**config.mk**
```make
export PLATFORM = sky130hd
export DESIGN_NAME = cruise_regulator
export DESIGN_NICKNAME = d
export VERILOG_FILES = /design/src/rtl/cruise_regulator.sv
export SDC_FILE = /design/constraint.sdc
export NUM_CORES = 1
export LEC_CHECK = 0
export ABC_CLOCK_PERIOD_IN_PS = 3900
export CORE_AREA = 2 2 61 63
export CTS_CLUSTER_DIAMETER = 30
export DETAILED_ROUTE_END_ITERATION = 8
export DIE_AREA = 0 0 63 65
export PLACE_DENSITY = 0.87
export RECOVER_POWER = 25
export SYNTH_ARGS = -nofsm -noshare
export SYNTH_HDL_FRONTEND = slang
export SYNTH_SLANG_ARGS = --single-unit
```
**constraint.sdc**
```tcl
create_clock -name clock -period 3.9 [get_ports clock]
set_input_delay 0.78 -clock clock [delete_from_list [all_inputs] [get_ports clock]]
set_output_delay 0.78 -clock clock [all_outputs]
set_load 0.02 [all_outputs]
```
**src/rtl/cruise_regulator.sv**
```systemverilog
// Closed-loop cruise regulator: latches a target speed on engage and ramps fuel
// injection (pashesh) by one LSB per cycle to hold it inside a dead band.
// It uses engine braking before the brake (tormoz) and runs a driver-alertness
// (hooshyari) watchdog that forces a safe stop.
// Latency: one cycle; every output is a flop, with no combinational input-to-output path.
// Backpressure: none; inputs are sampled on every clock edge.
// Ports: clock/reset_n (async active-low); engage/cancel/brake_pedal driver controls;
//   speed measured speed; hooshyari alertness; active/target/pashesh/tormoz/drowsy outputs.
module cruise_regulator #(
  parameter int SPEED_W       = 8,
  parameter int INJ_W         = 3,
  parameter int ALERT_W       = 3,
  parameter int HYST          = 2,
  parameter int ALERT_MIN     = 2,
  parameter int DROWSY_CYCLES = 8
) (
  input  logic               clock,
  input  logic               reset_n,
  input  logic               engage,
  input  logic               cancel,
  input  logic               brake_pedal,
  input  logic [SPEED_W-1:0] speed,
  input  logic [ALERT_W-1:0] hooshyari,
  output logic               active,
  output logic [SPEED_W-1:0] target,
  output logic [INJ_W-1:0]   pashesh,
  output logic               tormoz,
  output logic               drowsy
);

  typedef enum logic [2:0] {
    S_IDLE, S_HOLD, S_ACCEL, S_DECEL, S_STOP
  } state_t;

  localparam int                 CNT_W       = $clog2(DROWSY_CYCLES + 1);
  localparam logic [CNT_W-1:0]   CNT_MAX     = CNT_W'(DROWSY_CYCLES);
  localparam logic [SPEED_W-1:0] SPD_MAX     = '1;
  localparam logic [SPEED_W-1:0] HYST_V      = SPEED_W'(HYST);
  localparam logic [INJ_W-1:0]   INJ_MAX     = '1;
  localparam logic [ALERT_W-1:0] ALERT_MIN_V = ALERT_W'(ALERT_MIN);

  state_t             state_q, state_d;
  logic [CNT_W-1:0]   cnt_q, cnt_d, cnt_inc;
  logic [SPEED_W-1:0] target_d, lo, hi;
  logic [INJ_W-1:0]   pashesh_d;
  logic               tormoz_d;
  logic               cur_active, low_alert;

  always_ff @(posedge clock or negedge reset_n) begin
    if (!reset_n) begin
      state_q <= S_IDLE;
      cnt_q   <= '0;
      target  <= '0;
      pashesh <= '0;
      tormoz  <= 1'b0;
      active  <= 1'b0;
      drowsy  <= 1'b0;
    end else begin
      state_q <= state_d;
      cnt_q   <= cnt_d;
      target  <= target_d;
      pashesh <= pashesh_d;
      tormoz  <= tormoz_d;
      active  <= (state_d == S_HOLD) || (state_d == S_ACCEL) || (state_d == S_DECEL);
      drowsy  <= (state_d == S_STOP);
    end
  end

  always_comb begin
    state_d   = state_q;
    target_d  = target;
    pashesh_d = pashesh;
    tormoz_d  = 1'b0;
    cnt_d     = '0;

    // Band limits are compared before any arithmetic so they clamp instead of wrapping.
    lo = (target >= HYST_V) ? (target - HYST_V) : '0;
    hi = (target > (SPD_MAX - HYST_V)) ? SPD_MAX : (target + HYST_V);

    cur_active = (state_q == S_HOLD) || (state_q == S_ACCEL) || (state_q == S_DECEL);
    low_alert  = (hooshyari < ALERT_MIN_V);

    // Counter value including this edge's sample; it trips the watchdog when it hits the limit.
    if (cur_active && low_alert)
      cnt_inc = (cnt_q == CNT_MAX) ? CNT_MAX : (cnt_q + 1'b1);
    else
      cnt_inc = '0;

    if (cancel || brake_pedal)
      state_d = S_IDLE;
    else if (state_q == S_STOP)
      state_d = (speed == '0) ? S_IDLE : S_STOP;
    else if (cur_active && (cnt_inc == CNT_MAX))
      state_d = S_STOP;
    else if (engage && !low_alert) begin
      state_d  = S_HOLD;
      target_d = speed;
    end else if (cur_active) begin
      if (speed < lo)      state_d = S_ACCEL;
      else if (speed > hi) state_d = S_DECEL;
      else                 state_d = S_HOLD;
    end else
      state_d = S_IDLE;

    case (state_d)
      S_ACCEL: if (pashesh != INJ_MAX) pashesh_d = pashesh + 1'b1;
      S_DECEL: begin
        // Engine braking first: the brake only engages once injection is already zero.
        if (pashesh != '0) pashesh_d = pashesh - 1'b1;
        tormoz_d = (pashesh == '0);
      end
      S_HOLD:  pashesh_d = pashesh;
      S_STOP: begin
        pashesh_d = '0;
        tormoz_d  = 1'b1;
      end
      default: pashesh_d = '0;
    endcase

    if ((state_d == S_HOLD) || (state_d == S_ACCEL) || (state_d == S_DECEL))
      cnt_d = cnt_inc;
  end

endmodule

```
==> results.toml, run 1 <==
[worst_setup_path]
cp_max_fo = 3
cp-start-kind = "register"
critPathCaptureType = "register"
arrival_ps = 3900
crit_type = "register to register"
critical_path_required_ps = 4110

[clocking]
cts.sinks = 21
hold_buffers = 0
cts_root_buffer = "clkbuf_4"
tritoncts = "built"
ctsResizeCount = 0
h-tree-depth = 1
postCtsSetupBuffers = 0
path_clk_slew_ps = 120
numCtsBuffers = 3
clock_latency_ps = 300
clock_path_buffers = 2

[power]
leakagePower_nw = 0.919
power_mw = 0.751
ir_drop_mv = 0.213
p_per_area_nw_per_um2 = 356

[outcome]
status = "finished, final reports clean"

[finish]
post-route-util_pct = 60.4
drive_gt1_share_pct = 14.1
design_area_um2 = 2110
nets = 257
area_growth_pct = 20.1
antenna_cells = 0
fillCellCount = 312

[timing]
slew_viol_final = 0
slew_headroom_pct = 32.8
fin_crit_sh_pct = 94.6
hold_viol_final = 0
worst_slack_ps = 210
finalSetupViolCount = 0
tns_ps = 0
finClkSkew_ps = 7.38
rsz0062_at_grt = "false"
achievable-frequency_ghz = 0.271
period_needed_ps = 3690
worst_slew_pin_slew_ps = 1000

[placement]
gp_congestion = 0.879
dp_slack_ps = 70.3
io_buffers = 28
hpwl_um = 2940
placed_area_um2 = 2080

[detailed_routing]
routed_wl_um = 3740
drt_iter0_drc = 63
via_per_inst = 5.70
routed-via-count = 1527
routedWlPerCell_um = 13.9
drc = 0
drtAntennaViolNets = 0
first_pass_iters = 4

[die]
core_area_um2 = 3500
placement_rows = 22
chipHeight_um = 65
fp.dieW_um = 63
die_area_um2 = 4100
io-pin-count = 30
initial_utilization_pct = 50.3

[synth]
synth_edf_count = 0
synth_nets = 222
synth_cell_types = 51
syn_inst = 186
syn_area_um2 = 1760
yosys_most_used_dff = "dfrtp_1"
synthArstFlopShare_pct = 100
ys_ff_latch = 21
seq_area_frac_synth_pct = 29.9
syn_avg_cell_area_um2 = 9.46
yosysWarnings = 0

[global_route]
antenna_found_initial = 0
grt_pass1_wl_um = 6400
grt_start_max_net_pins = 22
grt_util_all_layers_pct = 19.5
grt_pass1_vias = 1428
overflow = 0

[run]
cap_viol_max_count = 0

[worst_hold_path]
hold_class = "register to register"
==> worst max-delay path, stage by stage, from the launching register on <==
cell	delay, ps
dfrtp_1	400
inv_1	120
ha_1	200
nand2_1	90
or3_1	330
nor3_1	140
a21oi_1	70
ha_1	320
nand2_1	110
nor2_2	200
a31oi_4	120
o311ai_4	320
and2b_2	260
xnor2_1	140
ha_1	200
and2b_1	180
o2bb2ai_1	110
a211o_1	250
==> cells in the mapped netlist, types with 4 or more instances <==
master | instances | area [um^2]
nand2b_1 | 4 | 25.0
a21oi_1 | 14 | 70.1
nor2_1 | 16 | 60.1
nor3_1 | 9 | 45.0
dfrtp_1 | 21 | 526
ha_1 | 20 | 250
nand3_1 | 7 | 35.0
nand2_1 | 14 | 52.6
mux2_2 | 7 | 78.8
o21ai_0 | 6 | 30.0
xnor2_1 | 4 | 35.0
inv_1 | 9 | 33.8
==> sequential cells by signal, summed over array words and instances (netlist names) <==
signal / cells
tormoz: 1
pashesh: 3
cnt_q: 4
active: 1
drowsy: 1
target: 8
state_q: 3
==> power by group <==
group	switching, mW	leakage (nW)	internal, mW
logic	0.195	0.625	0.173
clock network	0.0679	0.0177	0.0382
registers	0.0394	0.277	0.237
==> layer usage <==
layer | vias up | track usage, % | part of all wire (%)
met3 | 4 | 2.43 | 3.5
met2 | 29 | 34.4 | 49
met5 | - | 0 | 0
met1 | 733 | 25.1 | 47
met4 | 0 | 5.28 | 0.91
li1 | 761 | - | -
==> cell type report <==
class | count | area, um^2 | share of cell area [%]
multi-input cells | 151 | 1130 | 53.6
clock inverters | 1 | 5.00 | 0.237
repair buffers | 35 | 333 | 15.8
clock buffers | 3 | 22.5 | 1.07
well taps | 48 | 60.1 | 2.84
flip-flops and latches | 21 | 526 | 24.9
inverters | 9 | 33.8 | 1.60
==> per-stage QoR <==
stage	instances	hold slack [ps]
after floorplan	186	480
after global placement	264	510
after detailed placement	264	530
after CTS	268	549
after global routing	268	567
final	268	540
==> final timing paths <==
path,start,end,slack (ps),depth (start not counted)
setup / recovery,target[1],pashesh[2],210,17
setup reg to reg,target[1],pashesh[2],210,17
hold / removal,cnt_q[0],cnt_q[0],540,1
min in group asynchronous,reset_n,target[1],1070,1
hold reg to reg,cnt_q[0],cnt_q[0],540,1
max in group asynchronous,reset_n,cnt_q[1],2210,1
==> kinds of logic (layout without fill, tap and decap cells) <==
group	after synthesis	count (layout)	share of synthesized area, %
AO/OA/AOI/OAI	45	45	19.8
multiplexers	7	7	4.48
flip-flops	21	21	29.9
AND/OR/NAND/NOR	72	72	22.0
adder cells (fa/ha/maj)	20	20	14.2
XOR/XNOR	7	7	3.49
buffers and inverters	14	48	6.12
==> placed cells by master (no fill, tap or decap), types with 2 or more instances in the layout <==
cell	Yosys	routed
clkdlybuf4s50_1	0	27
dfrtp_1	21	21
ha_1	20	20
nor2_1	16	15
nand2_1	14	14
a21oi_1	14	14
nor3_1	9	9
inv_1	9	9
nand3_1	7	7
mux2_2	7	7
buf_4	0	7
o21ai_0	6	5
xnor2_1	4	4
nand2b_1	4	4
and3_1	3	3
nand4_1	3	3
a211oi_1	3	3
xor2_1	3	3
nor4_1	3	3
clkbuf_4	0	3
or3_1	2	2
o211ai_1	2	2
a21o_1	2	2
a31oi_1	2	2
a211o_1	2	2
(Power assumes the default switching activity.)
==> run 2, diff against run 1 <==
--- a/config.mk
+++ b/config.mk
@@ -10,6 +10,7 @@
 export CTS_CLUSTER_DIAMETER = 30
 export DETAILED_ROUTE_END_ITERATION = 8
 export DIE_AREA = 0 0 63 65
+export MAX_ROUTING_LAYER = met4
 export PLACE_DENSITY = 0.87
 export RECOVER_POWER = 25
 export SYNTH_ARGS = -nofsm -noshare
==> run 2 against run 1 <==
Wire length rose by 0.48%. Sequential cell count unchanged. Design area unchanged. Maximum frequency hardly changed. Worst hold slack about the same. Die area stayed put. Setup slack got worse by 2.4 ps. Clock power barely moved. Clock skew down 0.85 ps. Highest routed layer unchanged.
==> results.toml, run 2 (same netlist as run 1, synthesis figures left out) <==
[clocking]
path_clk_slew_ps = 120
h-tree-depth = 1
hold_buffers = 0
cts_root_buffer = "clkbuf_4"
cts.sinks = 21
clock_path_buffers = 2
clock_latency_ps = 310
tritoncts = "built"
numCtsBuffers = 3

[finish]
design_area_um2 = 2110
area_growth_pct = 20.1
mostFrequentLayoutCells = "27 x clkdlybuf4s50_1, 21 x dfrtp_1, 20 x ha_1"
top_regs = "target x8, cnt_q x4"
fillCellCount = 312
post-route-util_pct = 60.4
nets = 257
drive_gt1_share_pct = 14.1
antenna_cells = 0
layout_commonest_cell = "clkdlybuf4s50_1"
top_register = "target"
largest_reg_flops = 8

[detailed_routing]
drtAntennaViolNets = 0
routed-via-count = 1524
routedWlPerCell_um = 14.0
drc = 0
drt_iter0_drc = 63
first_pass_iters = 4
routed_wl_um = 3760
via_per_inst = 5.69

[global_route]
grt_pass1_wl_um = 6400
grt_util_met2_pct = 34.4
grt_pass1_vias = 1429
grt_util_all_layers_pct = 20.1
busiest_layer = "met2"
overflow = 0
antenna_found_initial = 0
grt_start_max_net_pins = 22
grt_use_met1_pct = 25.2
use_met3_pct = 2.43

[die]
placement_rows = 22
initial_utilization_pct = 50.3
io-pin-count = 30
die_area_um2 = 4100
fp.dieW_um = 63
chipHeight_um = 65
core_area_um2 = 3500

[timing]
finalSetupViolCount = 0
rsz0062_at_grt = "false"
achievable-frequency_ghz = 0.271
finClkSkew_ps = 6.52
slew_headroom_pct = 32.8
hold_viol_final = 0
slew_viol_final = 0
holdWs_ps = 540
worst_slew_pin_slew_ps = 1000
tns_ps = 0
period_needed_ps = 3690
fin_crit_sh_pct = 94.7

[worst_setup_path]
r2r-end = "pashesh[2]"
reg2reg_depth = 17
r2r-start = "target[1]"
critical_path_required_ps = 4110
crit_type = "register to register"
cp-start-kind = "register"
critPathCaptureType = "register"
arrival_ps = 3900
cp_max_fo = 3
r2r_setup_slack_ps = 210

[outcome]
status = "finished, final reports clean"

[power]
ir_drop_mv = 0.213
leakagePower_nw = 0.919
power_frac_comb_pct = 49.0
p_per_area_nw_per_um2 = 356
seqPwrFrac_pct = 36.7
intPower_mw = 0.449
power.clock.fraction_pct = 14.2
p_sw_share_pct = 40.4
power_mw = 0.752
p_sw_mw = 0.304

[worst_hold_path]
worstHoldStart = "cnt_q[0]"
min_to = "cnt_q[0]"
hold_class = "register to register"
min_path_cells = 1

[placement]
gp_congestion = 0.894
io_buffers = 28
placed_area_um2 = 2080
hpwl_um = 2940

[run]
cap_viol_max_count = 0
==> run 2: cell counts in the layout (fill, tap and decap cells not counted) <==
No cell type changed its count.
==> run 2: power groups by stage <==
stage               registers, mW  clock network, mW  logic (mW)
floorplan                   0.288                  0       0.259
global placement            0.279                  0       0.348
detailed placement          0.280                  0       0.361
finish                      0.276              0.107       0.369
global route                0.281              0.121       0.408
CTS                         0.276              0.109       0.364
==> run 2: stage by stage <==
| stage | cells | setup WS (ps) |
|---|---|---|
| floorplan | 186 | 133 |
| global placement | 264 | 107 |
| detailed placement | 264 | 70.3 |
| CTS | 268 | 110 |
| global route | 268 | 21.0 |
| finish | 268 | 208 |
==> run 2: final cells by class <==
type                            count  area (um^2)  area share, %
Clock buffer                        3         22.5           1.07
Clock inverter                      1         5.00          0.237
Inverter                            9         33.8           1.60
Multi-Input combinational cell    151         1130           53.6
Sequential cell                    21          526           24.9
Tap cell                           48         60.1           2.84
Timing Repair Buffer               35          333           15.8
==> run 2: how the worst max path moves through the flow <==
stage / to / slack, ps / from
global placement: pashesh[2] / 110 / speed[1]
global route: pashesh[2] / 20 / target[1]
floorplan: pashesh[2] / 130 / target[1]
finish: pashesh[2] / 210 / target[1]
CTS: pashesh[2] / 110 / target[1]
detailed placement: pashesh[2] / 70 / speed[1]
==> run 2: metal layers <==
metal  vias to the layer above  part of all wire (%)
met5                         -                     0
li1                        760                     -
met4                         0                  0.96
met1                       729                    47
met3                         5                   3.7
met2                        30                    49
==> run 2: what timing repair did <==
action	CTS	global route
endpoints found under the setup margin	0	1
setup buffers	0	0
resized for setup	0	3
==> run 2: worst max-delay path, cell delays in order, from the launching register on <==
cell and delay [ps]:
dfrtp_1 400, inv_1 120, ha_1 200, nand2_1 90, or3_1 330, nor3_1 140
a21oi_1 70, ha_1 320, nand2_1 110, nor2_2 200, a31oi_4 120, o311ai_4 320
and2b_2 260, xnor2_1 140, ha_1 200, and2b_1 180, o2bb2ai_1 110, a211o_1 250
==> patch, RTL diff (config.mk and constraints of run 2) <==
The 5 states of `state_t` get a one-hot encoding in 5 bits.
--- a/src/rtl/cruise_regulator.sv
+++ b/src/rtl/cruise_regulator.sv
@@ -29,6 +29,6 @@
 );
 
-  typedef enum logic [2:0] {
-    S_IDLE, S_HOLD, S_ACCEL, S_DECEL, S_STOP
+  typedef enum logic [4:0] {
+    S_IDLE = 5'b00001, S_HOLD = 5'b00010, S_ACCEL = 5'b00100, S_DECEL = 5'b01000, S_STOP = 5'b10000
   } state_t;
 
Formal check against the unedited RTL: same outputs for any inputs over 10 cycles, from zero or initial values and one cycle with reset_n low; not proved beyond that.
==> patch against run 2 <==
  * The run now ends with setup timing left
  * Worst setup slack worse by 0.26 ns
  * Sequential cell count is 2 higher
  * Critical path depth stayed put
  * Wire length is 12% higher
  * Sequential power is 3% higher
  * Design area is 11% higher
  * Total power is 10% higher
  * Combinational power is 17% higher
  * Critical endpoint unchanged
  * Synthesized area is 1.5% lower
  * Highest routed layer unchanged
==> patch: results <==
group,metric,value,unit
layout,fillers,277,
setup_path,max_stage_delay,0.44,ns
grt,grt_max_degree,24,
yosys,syn_nets,225,
yosys,ys_seq_area_frac,0.333,
drt,drtIter0Drc,77,
setup_path,critPathSlowestCell,"dfrtp_1",
setup_path,cp.arrival,4.17,ns
setup_path,rr_endpoint,"pashesh[2]",
drt,vias_per_cell,5.72,
place,gp_congestion,0.851,
status,status,"complete, but fails checks",
place,dp_hpwl,3110,um
timing,hold_slack,0.527,ns
yosys,async_flop_share,1.00,
setup_path,r2r_start,"target[2]",
setup_path,cp_max_fo,4,
layout,final_nets,279,
grt,use_met2,0.378,
hold_path,whs_endpoint,"cnt_q[0]",
pwr,peakVddDrop,0.000205,V
clocking,cts_root_buf,"clkbuf_4",
yosys,synthTopCellsByCount,"dfrtp_1, ha_1, nand2_1",
grt,track_usage,0.227,
timing,worst_pin_slew,1.02,ns
timing,fin_ws,-0.0510,ns
grt,globalRouteMet1Util,0.281,
timing,fin_worst_skew,0.00252,ns
yosys,ys_types,43,
drt,drt-total-wl,4200,um
timing,setup_violations,1,
hold_path,min_from,"cnt_q[0]",
grt,grt_pass1_vias,1604,
layout,drive_above_1_share,0.256,
grt,gr-usage-met3,0.0208,
setup_path,r2r_slack,-0.05,ns
status,violations,"setup timing",
grt,antenna_found_initial,0,
pwr,p_leak,1.07,nW
clocking,clk_latency,0.32,ns
yosys,yosys_warnings,0,
layout,reg_top3,"target (8), state_q (5), cnt_q (4)",
clocking,cts_max_path_buffers,2,
yosys,synth_area_leaders,"dfrtp_1, ha_1, mux2_2, nand2_1, o21ai_0",
grt,grt_pass1_wl,7160,um
-- patch: cell types whose count changed after synthesis, moves of 3 or more --
cell / delta
o21ai_0: +5
nand2_1: +3
a21oi_1: -6
nand2b_1: -3
nand4_1: -3
-- patch: layout make-up --
cell class	count	share of cell area
multi-input combinational	152	0.498
sequential	23	0.246
timing repair buffer	54	0.204
tap	48	0.0256
inverter	9	0.0144
clock buffer	3	0.00959
clock inverter	1	0.00213
-- patch: per-layer routing --
metal | routed length (um) | part of all wire | vias to the layer above
met1 | 1810 | 0.43 | 788
met5 | 0 | 0 | -
met3 | 220 | 0.052 | 13
li1 | - | - | 800
met2 | 2040 | 0.49 | 57
met4 | 133 | 0.032 | 0
-- patch: worst max-delay path, delay by kind of cell, from the launching register on --
kind	cells	cell delay, ns
fa+ha+maj	3	0.66
compound gates	5	0.85
buf+inv	1	0.09
xor+xnor	1	0.14
simple gates	7	1.69
flops	1	0.44
-- patch: logic make-up (layout without fill, tap and decap cells) --
logic type / Yosys count / in the layout / synth area share
compound gates: 35 / 35 / 0.135
mux: 10 / 10 / 0.0635
xor+xnor: 8 / 8 / 0.0404
fa+ha+maj: 20 / 20 / 0.144
buf+inv: 14 / 67 / 0.0318
simple gates: 79 / 79 / 0.252
flops: 23 / 23 / 0.333
-- patch: stage by stage --
step | cells | setup TNS (ns) | setup WS (ns) | cell area, um^2
floorplan | 189 | -0.0445 | -0.0445 | 1770
global placement | 279 | -0.00541 | -0.00541 | 2230
detailed placement | 279 | -0.0567 | -0.0567 | 2230
CTS | 289 | -0.00938 | -0.00938 | 2340
global route | 290 | -0.170 | -0.170 | 2350
finish | 290 | -0.0510 | -0.0510 | 2350
-- patch: how the worst max path moves through the flow --
stage                         start         end  slack [ns]  cells after the start
after floorplan           target[3]  pashesh[2]       -0.04                     16
after global placement    target[2]  pashesh[2]      -0.005                     15
after detailed placement  target[1]  pashesh[2]       -0.06                     17
after CTS                 target[3]  pashesh[2]      -0.009                     15
after global routing      target[1]  pashesh[2]       -0.17                     17
final                     target[2]  pashesh[2]       -0.05                     17
-- patch: what timing repair did --
item,in CTS,in global routing
pin swaps,11,3
resized for setup,10,0
endpoints found under the hold margin,0,0
setup endpoints to repair,1,1
setup buffers,6,1
-- patch: power breakdown --
part | internal [mW] | switching [mW] | leakage [nW]
clock | 0.0384 | 0.0744 | 0.0177
sequential | 0.258 | 0.0270 | 0.301
combinational | 0.227 | 0.204 | 0.747
